### src/rtl/lsu_pkg.sv
// Shared types and helpers for the load/store unit: FSM states, RISC-V
// funct3 access encodings and the access legality/misalignment predicates.
package lsu_pkg;

    typedef enum logic [2:0] {
        IDLE,
        REQ0,
        RESP0,
        REQ1,
        RESP1,
        DONE
    } lsu_state_e;

    localparam logic [2:0] F3_LB  = 3'd0;
    localparam logic [2:0] F3_LH  = 3'd1;
    localparam logic [2:0] F3_LW  = 3'd2;
    localparam logic [2:0] F3_LD  = 3'd3;
    localparam logic [2:0] F3_LBU = 3'd4;
    localparam logic [2:0] F3_LHU = 3'd5;
    localparam logic [2:0] F3_LWU = 3'd6;

    localparam logic [2:0] F3_SB  = 3'd0;
    localparam logic [2:0] F3_SH  = 3'd1;
    localparam logic [2:0] F3_SW  = 3'd2;
    localparam logic [2:0] F3_SD  = 3'd3;

    // An access spills into the next beat when its last byte lies past the beat end.
    function automatic logic is_misaligned(input logic [2:0] offset,
                                           input logic [1:0] size_log2,
                                           input int beat_bytes);
        return (int'(offset) + (1 << size_log2)) > beat_bytes;
    endfunction

    function automatic logic is_legal(input logic is_store,
                                      input logic [2:0] funct3,
                                      input int data_width);
        logic wide;
        wide = (data_width == 64);
        if (is_store)
            return (funct3 == F3_SB) || (funct3 == F3_SH) || (funct3 == F3_SW) ||
                   (wide && (funct3 == F3_SD));
        return (funct3 == F3_LB) || (funct3 == F3_LH) || (funct3 == F3_LW) ||
               (funct3 == F3_LBU) || (funct3 == F3_LHU) ||
               (wide && ((funct3 == F3_LD) || (funct3 == F3_LWU)));
    endfunction

endpackage

### src/rtl/load_store_align.sv
// Byte-lane datapath: places store data/mask into a beat and extracts,
// merges and extends load data from one or two beats (little-endian).
module load_store_align
    import lsu_pkg::*;
#(
    parameter int DATA_WIDTH = 32,
    localparam int BEAT_BYTES = DATA_WIDTH / 8,
    localparam int OFF_W = $clog2(BEAT_BYTES)
) (
    input  logic [OFF_W-1:0]      offset,
    input  logic [2:0]            funct3,
    input  logic                  beat_sel,
    input  logic [DATA_WIDTH-1:0] store_data,
    input  logic [DATA_WIDTH-1:0] low_data,
    input  logic [DATA_WIDTH-1:0] high_data,
    output logic [DATA_WIDTH-1:0] write_data,
    output logic [BEAT_BYTES-1:0] write_mask,
    output logic [DATA_WIDTH-1:0] load_result
);

    logic [BEAT_BYTES-1:0]   size_mask;
    logic [DATA_WIDTH-1:0]   byte_bits;
    logic [2*DATA_WIDTH-1:0] wide_store;
    logic [2*DATA_WIDTH-1:0] wide_load;
    logic [2*BEAT_BYTES-1:0] wide_mask;
    logic [DATA_WIDTH-1:0]   raw;
    logic                    sign_bit;

    // Shift into a double-width window so the spill into beat 1 falls out naturally.
    always_comb begin
        size_mask = '0;
        byte_bits = '0;
        for (int i = 0; i < BEAT_BYTES; i++) begin
            size_mask[i]       = (i < (1 << funct3[1:0]));
            byte_bits[8*i +: 8] = {8{size_mask[i]}};
        end
        wide_store = {{DATA_WIDTH{1'b0}}, store_data & byte_bits} << {offset, 3'b000};
        wide_mask  = {{BEAT_BYTES{1'b0}}, size_mask} << offset;
        write_data = beat_sel ? wide_store[2*DATA_WIDTH-1:DATA_WIDTH] : wide_store[DATA_WIDTH-1:0];
        write_mask = beat_sel ? wide_mask[2*BEAT_BYTES-1:BEAT_BYTES] : wide_mask[BEAT_BYTES-1:0];
    end

    always_comb begin
        wide_load = {high_data, low_data} >> {offset, 3'b000};
        raw       = wide_load[DATA_WIDTH-1:0] & byte_bits;
        case (funct3[1:0])
            2'd0:    sign_bit = raw[7];
            2'd1:    sign_bit = raw[15];
            2'd2:    sign_bit = raw[31];
            default: sign_bit = 1'b0;
        endcase
        if ((funct3 == F3_LB || funct3 == F3_LH || funct3 == F3_LW) && sign_bit)
            load_result = raw | ~byte_bits;
        else
            load_result = raw;
    end

endmodule

### src/rtl/load_store_unit.sv
// Load/store unit: single-outstanding memory access FSM with fault reporting.
// Define MISALIGNED_SPLIT_EN to split misaligned accesses into two beats.
module load_store_unit
    import lsu_pkg::*;
#(
    parameter int DATA_WIDTH    = 32,
    parameter int ADDRESS_WIDTH = 32
) (
    input  logic                      clock,
    input  logic                      clear,
    input  logic                      enable,
    input  logic                      is_store,
    input  logic [2:0]                funct3,
    input  logic [ADDRESS_WIDTH-1:0]  source,
    input  logic [DATA_WIDTH-1:0]     store_data,
    output logic [DATA_WIDTH-1:0]     new_rd,
    output logic                      finished,
    output logic                      error,
    output logic                      hart_to_memory_controller_valid,
    input  logic                      hart_to_memory_controller_ready,
    output logic [ADDRESS_WIDTH-1:0]  hart_to_memory_controller_address,
    output logic                      hart_to_memory_controller_write,
    output logic [DATA_WIDTH-1:0]     hart_to_memory_controller_write_data,
    output logic [DATA_WIDTH/8-1:0]   hart_to_memory_controller_write_mask,
    input  logic                      memory_controller_to_hart_valid,
    input  logic                      memory_controller_to_hart_error,
    input  logic [DATA_WIDTH-1:0]     memory_controller_to_hart_read_data,
    output logic                      memory_controller_to_hart_ready
);

    localparam int BEAT_BYTES = DATA_WIDTH / 8;
    localparam int OFF_W      = $clog2(BEAT_BYTES);
`ifdef MISALIGNED_SPLIT_EN
    localparam bit SPLIT_EN = 1'b1;
`else
    localparam bit SPLIT_EN = 1'b0;
`endif

    lsu_state_e state, next_state;
    logic                     is_store_q, split_q, error_q, fault, cur_is_store;
    logic [2:0]               funct3_q;
    logic [ADDRESS_WIDTH-1:0] source_q, beat_base;
    logic [DATA_WIDTH-1:0]    store_data_q, beat0_q;
    logic [DATA_WIDTH-1:0]    align_wdata, load_low, load_high, load_result;
    logic [BEAT_BYTES-1:0]    align_mask;
    logic                     in_misaligned, in_legal, second_beat;

    assign in_misaligned = is_misaligned(3'(source[OFF_W-1:0]), funct3[1:0], BEAT_BYTES);
    assign in_legal      = is_legal(is_store, funct3, DATA_WIDTH);
    assign cur_is_store  = (state == IDLE) ? is_store : is_store_q;
    assign second_beat   = (state == REQ1);

    always_comb begin
        next_state = state;
        fault      = 1'b0;
        case (state)
            IDLE:
                if (enable) begin
                    if (!in_legal || (in_misaligned && !SPLIT_EN)) begin
                        next_state = DONE;
                        fault      = 1'b1;
                    end else begin
                        next_state = REQ0;
                    end
                end
            REQ0:
                if (hart_to_memory_controller_ready) next_state = RESP0;
            RESP0:
                if (memory_controller_to_hart_valid) begin
                    fault      = memory_controller_to_hart_error;
                    next_state = (split_q && !memory_controller_to_hart_error) ? REQ1 : DONE;
                end
            REQ1:
                if (hart_to_memory_controller_ready) next_state = RESP1;
            RESP1:
                if (memory_controller_to_hart_valid) begin
                    fault      = memory_controller_to_hart_error;
                    next_state = DONE;
                end
            DONE:    next_state = IDLE;
            default: next_state = IDLE;
        endcase
    end

    // new_rd and error are settled on the edge that enters DONE.
    always_ff @(posedge clock or posedge clear) begin
        if (clear) begin
            state        <= IDLE;
            is_store_q   <= 1'b0;
            funct3_q     <= '0;
            source_q     <= '0;
            store_data_q <= '0;
            split_q      <= 1'b0;
            beat0_q      <= '0;
            error_q      <= 1'b0;
            new_rd       <= '0;
        end else begin
            state <= next_state;
            if (state == IDLE && enable) begin
                is_store_q   <= is_store;
                funct3_q     <= funct3;
                source_q     <= source;
                store_data_q <= store_data;
                split_q      <= SPLIT_EN && in_misaligned;
            end
            if (state == RESP0 && memory_controller_to_hart_valid)
                beat0_q <= memory_controller_to_hart_read_data;
            if (next_state == DONE && state != DONE) begin
                error_q <= fault;
                if (!cur_is_store)
                    new_rd <= fault ? '0 : load_result;
            end
        end
    end

    assign load_low  = split_q ? beat0_q : memory_controller_to_hart_read_data;
    assign load_high = split_q ? memory_controller_to_hart_read_data : '0;

    load_store_align #(.DATA_WIDTH(DATA_WIDTH)) u_align (
        .offset      (source_q[OFF_W-1:0]),
        .funct3      (funct3_q),
        .beat_sel    (second_beat),
        .store_data  (store_data_q),
        .low_data    (load_low),
        .high_data   (load_high),
        .write_data  (align_wdata),
        .write_mask  (align_mask),
        .load_result (load_result)
    );

    assign beat_base = {source_q[ADDRESS_WIDTH-1:OFF_W], {OFF_W{1'b0}}};

    assign finished = (state == DONE);
    assign error    = (state == DONE) && error_q;

    assign hart_to_memory_controller_valid      = (state == REQ0) || (state == REQ1);
    assign hart_to_memory_controller_address    = beat_base + (second_beat ? ADDRESS_WIDTH'(BEAT_BYTES) : '0);
    assign hart_to_memory_controller_write      = is_store_q;
    assign hart_to_memory_controller_write_data = is_store_q ? align_wdata : '0;
    assign hart_to_memory_controller_write_mask = is_store_q ? align_mask : '0;
    assign memory_controller_to_hart_ready      = (state == RESP0) || (state == RESP1);

endmodule

### config.mk
export PLATFORM = sky130hd
export DESIGN_NAME = load_store_unit
export DESIGN_NICKNAME = d
export VERILOG_FILES = /design/src/rtl/lsu_pkg.sv /design/src/rtl/load_store_align.sv /design/src/rtl/load_store_unit.sv
export SDC_FILE = /design/constraint.sdc
export NUM_CORES = 1
export LEC_CHECK = 0
export CORE_UTILIZATION = 45
export DETAILED_ROUTE_END_ITERATION = 10
export GPL_ROUTABILITY_DRIVEN = 1
export PLACE_DENSITY_LB_ADDON = 0.12
export SYNTH_ARGS = -nofsm -noshare
export SYNTH_HDL_FRONTEND = slang
export SYNTH_SLANG_ARGS = --single-unit
### constraint.sdc
create_clock -name clock -period 7.3 [get_ports clock]
set_input_delay 0.73 -clock clock [delete_from_list [all_inputs] [get_ports clock]]
set_output_delay 0.73 -clock clock [all_outputs]
set_load 0.05 [all_outputs]
## After elaboration in Yosys (flattened, before gate mapping)

Cells that the tools add are included.
Widths: inputs -> output; s select.

- Add/subtract/negate cells: 2
- Magnitude comparators: 5
- Equality and inequality tests: 15
- Shifts and indexed selects: 5
- Multiplexer cells: 22
- Bitwise operators: 5
- Reductions and logical operators: 20

Operator list:

| operator | number |
|---|---|
| $mux 32 | 4 |
| $and 32x32->32 | 2 |
| $lt 3x32->1 const A | 2 |
| $shl 1x2->32 const A | 2 |
| $shl 32x5->64 | 1 |
| $add 3x32->32 | 1 |
| $add 32x3->32 | 1 |
| $gt 32x4->1 const B | 1 |
| $lt 1x32->1 const A | 1 |
| $lt 2x32->1 const A | 1 |
| $not 32->32 | 1 |
| $or 32x32->32 | 1 |
| $shr 32x5->32 | 1 |
| $mux 3 | 6 |
| $eq 3x3->1 const B | 5 |
| $eq 3x2->1 const B | 4 |
| $pmux 3 s4 | 1 |
| $eq 3x1->1 const B | 3 |
| $logic_not 3->1 | 3 |
| $logic_or 1x1->1 | 9 |
| $mux 4 | 2 |
| $shl 4x2->8 | 1 |
| $mux 1 | 7 |
| $logic_and 1x1->1 | 4 |
| 10 further kinds | 10 |

- Register bits: 104
- Input port bits: 106
- Output and inout port bits: 105
- Logic and storage cells: 81

## Longest topological paths before layout

- Depth after elaboration: 14
- Gate-level depth with buffers: 11
- Gate-level depth less buffers: 9

## By module

A second synthesis with hierarchy kept.

- Cells, all modules: 874
- Area, all modules: 7468.4 µm²

By module, submodules not included:

| module | instances | cells an instance | area an instance (µm²) | seq. area each (µm²) |
|---|---|---|---|---|
| load_store_unit | 1 | 637 | 5515.3 | 2602.5 |
| load_store_align | 1 | 237 | 1953.1 | 0.0 |

## Worst setup path before layout

No wires, ideal clock.

- Kind: register to output
- From: register state[2]
- To: output hart_to_memory_controller_write_data[2]
- Arrival: 4.446 ns
- Required time: 6.570 ns
- Setup slack: 2.124 ns
- Cell stages (with the launch flop): 8
- Path buffers: 2
- Path through: dfrtp_1 buf_2 nor2b_1 nand2_1 inv_2 clkbuf_1 a21oi_1 a2111oi_0

- Cells in the longest elaborated chain, start to end: 3

Ends and longest elaborated chain:

| element | RTL line | source |
|---|---|---|
| start, declared | load_store_unit.sv:39 | `lsu_state_e state, next_state;` |
| start signal, assigned | load_store_unit.sv:98 | `state <= next_state;` |
| $eq 3x2->1 | load_store_unit.sv:51 | `assign second_beat = (state == REQ1);` |
| $mux 32 | load_store_align.sv:39 | `write_data = beat_sel ? wide_store[2*DATA_WIDTH-1:DATA_WIDTH] : wide_store[DATA_WIDTH-1:0];` |
| $mux 32 | load_store_unit.sv:139 | `assign hart_to_memory_controller_write_data = is_store_q ? align_wdata : '0;` |
| end, declared | load_store_unit.sv:23 | `output logic [DATA_WIDTH-1:0] hart_to_memory_controller_write_data,` |

Every way passes these cells.

## Final worst setup path

- From: register state[0]
- To: output hart_to_memory_controller_address[24]

- Cells in the longest elaborated chain, start to end: 3

Ends and longest elaborated chain:

| element | RTL line | source |
|---|---|---|
| $eq 3x2->1 | load_store_unit.sv:51 |  |
| $mux 3 | load_store_unit.sv:137 | `assign hart_to_memory_controller_address = beat_base + (second_beat ? ADDRESS_WIDTH'(BEAT_BYTES) : '0);` |
| $add 32x3->32 | load_store_unit.sv:137 |  |
| end, declared | load_store_unit.sv:21 | `output logic [ADDRESS_WIDTH-1:0] hart_to_memory_controller_address,` |

Every way passes these cells.

==> metrics.yaml <==
run_status:
  status: "completed"
global_routing:
  antenna_found_initial: 1
  grt_usage: 0.262
  grt_pass1_wl_um: 29400
  overflow: 0
  grt_max_degree: 85
  grt_pass1_vias: 5543
sta:
  period_needed_ns: 5.54
  report.final.hold_viol_count: 0
  worst_pin_slew_ns: 1.07
  min_period_over_period: 0.758
  slew_headroom: 0.288
  finalSetupViolCount: 0
  finalSetupTns_ns: 0
  fmax_ghz: 0.181
  worst_clock_skew_ns: 0.00582
  slew_violations: 0
  rsz0062_at_grt: "false"
critical_path:
  critPathSlowestCell: "clkdlybuf4s50_1"
  required_ns: 6.57
  critPathCaptureType: "primary output"
  critPathLaunchType: "flop"
  r2r-end: "new_rd[27]$_DFFE_PP0P_"
  path_max_fanout: 30
  reg2reg_from: "source_q[0]$_DFFE_PP0P_"
  arrival_ns: 4.81
  reg2reg_slack_ns: 4.13
  reg2regPathDepth: 7
  crit_chain: "nor2b_1 > nand2_1 > inv_2 > ha_1 > ha_1 > nand2_1 > nor3_1 > and3_1 > xor2_1 > clkdlybuf4s50_1"
  slowest_delay_ns: 0.82
  crit_family: "simple AND/OR/NAND/NOR gates"
  critical_path_class: "flop to primary output"
  path_buf_inv: 2
route:
  avgViaCountPerCell: 5.86
  dr.pass1.iters: 5
  wl_um: 18400
  drc_errors: 0
  drt-wirelength-per-cell_um: 18.6
  postRouteAntennaNets: 0
  vias: 5819
  drtIter0Drc: 480
synth:
  synth_seq_cells: 104
  synth_cells: 636
  ys_warn_count: 0
  synth-edff-count: 0
  synth_seq_area_share: 0.415
  async_flop_share: 1.00
  syn_area_um2: 6270
  syn_area_per_cell_um2: 9.86
  synth-main-ff-cell: "dfrtp_1"
  synth.distinct_cells: 52
final_layout:
  fill_cells: 1124
  drive_above_1_share: 0.126
  final_common_cell: "clkdlybuf4s50_1"
  final_cell_mix: "208 x clkdlybuf4s50_1, 102 x dfrtp_1, 74 x mux2_2"
  syn2layout_area_growth_pct: 38.7
  fin_area_um2: 8690
  multi_input_area_um2: 3420
  final_net_count: 923
  regArea_um2: 2610
floorplanning:
  rows: 42
  die_h_um: 120
  core_area_um2: 13400
  pin_count: 211
  die_w_um: 120
  die_area_um2: 14400
  start_util: 0.468
flow_run:
  cap_violations: 0
clocking:
  cts_setup_buffers: 0
  clockRootBuffer: "clkbuf_16"
  clkSinkCount: 104
  cts_resized: 0
  cts_hold_buf: 0
  htreeDepth: 3
  clkLatencyLatePin_ns: 0.35
  clkTransAtPathRegs_ns: 0.07
  cts_buffer_depth: 2
  cts-buffers-inserted: 9
  cts_tree: "done"
place:
  place.gp.congestion: 0.851
  hpwl_um: 13200
  post_dp_cell_area_um2: 8410
  port_buffers: 208
worst_hold_path:
  whs_path_depth: 1
  hold_class: "flop to flop"
  hold_path_end: "new_rd[1]$_DFFE_PP0P_"
  hp-start: "new_rd[1]$_DFFE_PP0P_"
power_and_ir_drop:
  ir_drop_uv: 316
  power.density_nw_per_um2: 517
  leakagePower_nw: 3.48
==> state kept, by name, indices dropped and copies added, names as in the netlist <==
name	cells
source_q	32
funct3_q	3
state	3
new_rd	32
hart_to_memory_controller_write	1
error_q	1
store_data_q	32
==> metrics by stage <==
stage	hold slack (ns)	power (W)	utilization	instances	setup WS (ns)
floorplan	0.478	0.00315	-	637	2.12
global placement	0.478	0.00395	0.627	977	2.36
detailed placement	0.484	0.00401	0.627	977	2.18
CTS	0.497	0.00449	0.648	992	1.79
global route	0.516	0.00474	0.649	993	1.40
finish	0.494	0.00449	0.649	993	1.76
==> worst max path at each step <==
| stage | start | endpoint | slack, ns | cells after the start |
|---|---|---|---|---|
| 2_1_floorplan | state[2]$_DFF_PP0_ | hart_to_memory_controller_write_data[2] | 2.12 | 7 |
| 3_3_place_gp | state[0]$_DFF_PP0_ | hart_to_memory_controller_address[24] | 2.36 | 10 |
| 3_5_place_dp | state[0]$_DFF_PP0_ | hart_to_memory_controller_address[24] | 2.18 | 10 |
| 4_1_cts | state[0]$_DFF_PP0_ | hart_to_memory_controller_address[24] | 1.79 | 10 |
| 5_1_grt | state[0]$_DFF_PP0_ | hart_to_memory_controller_address[24] | 1.40 | 10 |
| 6_report | state[0]$_DFF_PP0_ | hart_to_memory_controller_address[24] | 1.76 | 10 |
==> power breakdown <==
part	internal (W)	switching [W]
clock	0.000258	0.000208
combinational	0.00110	0.00174
sequential	0.000855	0.000334
==> Yosys cell counts (8+ instances only) <==
cell type | instances | share of area
a2111oi_0 | 9 | 0.013
a211oi_1 | 18 | 0.022
a21oi_1 | 32 | 0.026
a22o_1 | 25 | 0.035
a22oi_1 | 8 | 0.0096
a2bb2oi_1 | 8 | 0.011
a32oi_1 | 8 | 0.011
and3_1 | 8 | 0.0080
buf_2 | 8 | 0.0064
clkbuf_1 | 33 | 0.020
dfrtp_1 | 104 | 0.42
mux2_2 | 74 | 0.13
mux2i_1 | 21 | 0.034
nand2_1 | 68 | 0.041
nand3_1 | 10 | 0.0080
nor2_1 | 49 | 0.029
nor2b_1 | 12 | 0.012
o21ai_0 | 29 | 0.023
xnor2_1 | 25 | 0.035
==> kinds of logic after synthesis <==
| logic type | synth area share |
|---|---|
| compound gates | 0.188 |
| xor+xnor | 0.0419 |
| fa+ha+maj | 0.0112 |
| buf+inv | 0.0411 |
| flops | 0.415 |
| mux | 0.166 |
| other cells | 0.000598 |
| simple gates | 0.136 |
==> layer usage <==
metal / GRT usage / up-vias / wire [um]
met5: 0 / - / 0
met4: 0.0789 / 0 / 335
met3: 0.0651 / 31 / 1240
met2: 0.431 / 246 / 9100
met1: 0.338 / 2863 / 7750
li1: - / 2679 / -
==> worst reg2reg max path: cells and delay by family (launching register included) <==
kind | cells | cell delay [ns]
buffers and inverters | 2 | 0.77
flip-flops | 1 | 0.72
AND/OR/NAND/NOR | 3 | 1.06
AO/OA/AOI/OAI | 2 | 0.56
==> cell type report <==
class / instances / share of cell area
multi-input combinational: 476 / 0.394
sequential: 104 / 0.300
timing repair buffer: 215 / 0.246
clock buffer: 13 / 0.0311
tap: 176 / 0.0253
inverter: 6 / 0.00288
clock inverter: 2 / 0.00158
antenna: 1 / 0.000288
Power figures use the tool's default switching activity.
==> edit 1: new RTL, same flow settings <==
Set the localparam `SPLIT_EN` to 1'b1 (it was 1'b0).
--- a/src/rtl/load_store_unit.sv
+++ b/src/rtl/load_store_unit.sv
@@ -35,3 +35,3 @@
 `else
-    localparam bit SPLIT_EN = 1'b0;
+    localparam bit SPLIT_EN = 1'b1;
 `endif
Check against the original RTL: not equivalent (a bounded check fails within 4 cycles, from zero or initial values).
==> edit 1 against the original RTL <==
Cell area is 26% higher. Clock power is 99% higher. Sequential cell count is 33 higher. Synthesized cell count is 28% higher. Non-clock buffer count is 2 higher. Routed wire length is 33% higher. Total power is 31% higher. Synthesized area is 31% higher. Worst setup slack better by 0.12 ns. Global-route usage is 0.65 points higher. Critical path depth stayed put. Register-to-register slack worse by 0.06 ns.
==> edit 1: results (changes against the original RTL) <==
drt:
  post_drt_wl_per_cell_um: 20.0  # +7.6%
  drt_iter0_markers: 478  # -0.42%
  m1WireLength_um: 10300  # +33%
  wl_met3_um: 1800  # +45%
  first_pass_iters: 6  # +1
  via_per_inst: 5.86  # about the same
  wl_met2_um: 11900  # +30%
power_and_ir_drop:
  comb_power_mw: 3.46  # +22%
  p_leak_nw: 4.50  # +29%
  power_density_nw_per_um2: 537  # +4.0%
  clockPowerShare_pct: 15.7  # +5.3 points
  irDropWorstVdd_v: 0.000360  # +14%
cells_and_area:
  nClkBuffers: 20  # +7
  fill_cells: 1487  # +32%
  clk_share_pct: 5.72  # +2.5 points
  num-multi-input-gates: 605  # +27%
  layout-drive-gt1-share_pct: 16.4  # +3.8 points
  n_all_buffers: 217  # +0.93%
  num-nonclk-inverters: 10  # +4
  multi_input_area_share_pct: 40.5  # +1.1 points
  sh_seq_area_pct: 31.3  # +1.3 points
  diodes: 0  # -1
  final-nonclk-buf-share_pct: 19.6  # -5.0 points
  nets: 1099  # +19%
global_route:
  grt_usage_pct: 26.8  # +0.65 points
  grtUsageMet3_pct: 6.96  # +0.45 points
  grt_pass1_vias: 7084  # +28%
  grt_max_degree: 87  # +2.4%
  use_met1_pct: 34.2  # +0.41 points
  grt_antenna_before_repair: 0  # -1
placement:
  portBuffers: 208  # unchanged
  dp_hpwl_um: 16700  # +26%
  place_area_um2: 10400  # +23%
  gp_congestion: 0.901  # +6.0%
  preCtsSetupSlack_ns: 2.34  # +0.157 ns
timing:
  hold_ws_ns: 0.494  # +0.000278 ns
  final.setup_skew_ns: 0.00951  # +0.00369 ns
  maxSlewHeadroom_pct: 30.0  # +1.3 points
  fin_crit_sh_pct: 74.2  # -1.6 points
critical_path:
  cp_max_fo: 24  # -20%
  cp_slowest_stage_delay_ns: 0.83
  cp-endpoint: "hart_to_memory_controller_address[30]"
  crit_arrival_ns: 4.69  # -0.12 ns
  regToRegSetupSlack_ns: 4.07  # -0.06 ns
  r2r_end: "new_rd[0]$_DFFE_PP0P_"
  r2r_start: "state[2]$_DFF_PP0_"
synthesis:
  synth_area_leaders: "dfrtp_1, mux2_2, mux2i_1"
  seq_area_frac_synth_pct: 41.9  # +0.35 points
  synth_cell_type_count: 54  # +3.8%
  synthAdderAreaFrac_pct: 0.856  # -0.26 points
  synthMuxAreaShare_pct: 21.7  # +5.1 points
  synth_xor_area_share_pct: 3.21  # -0.98 points
  synth-compound-area-share_pct: 15.6  # -3.2 points
clock_tree:
  htreeDepth: 4  # +1
  numCtsBuffers: 17  # +8
floorplan:
  die_w_um: 137  # +14%
status:
  status: "finished clean"
## edit 1: changes by cell type after synthesis, sizes merged, moves of 19 or more
cell    delta
mux2i     +23
o211ai    +20
nand3     +19
nand2     +30
dfrtp     +33
mux2      +43
## edit 1: metrics by stage
step / util [%] / instances
after detailed placement: 59.0 / 1194
final: 62.6 / 1226
after global routing: 62.6 / 1226
after global placement: 59.0 / 1194
after CTS: 62.6 / 1226
after floorplan: - / 817
## edit 1: worst max-delay path, delay by kind of cell (launching register included)
kind / cells / cell delay, ns
AND/OR/NAND/NOR: 5 / 1.65
buffers and inverters: 2 / 1.44
flip-flops: 1 / 0.54
adder cells (fa/ha/maj): 2 / 0.48
XOR/XNOR: 1 / 0.17
## edit 1: cells by family (layout without fill, tap and decap cells)
family	count (synthesis)	in the layout
and+or+nand+nor	232	232
AOI/OAI and AO/OA	174	174
muxes	162	162
DFF	137	137
buffers and inverters	75	259
xor gates and xnor gates	30	30
adders and majority gates	5	5
other	1	2
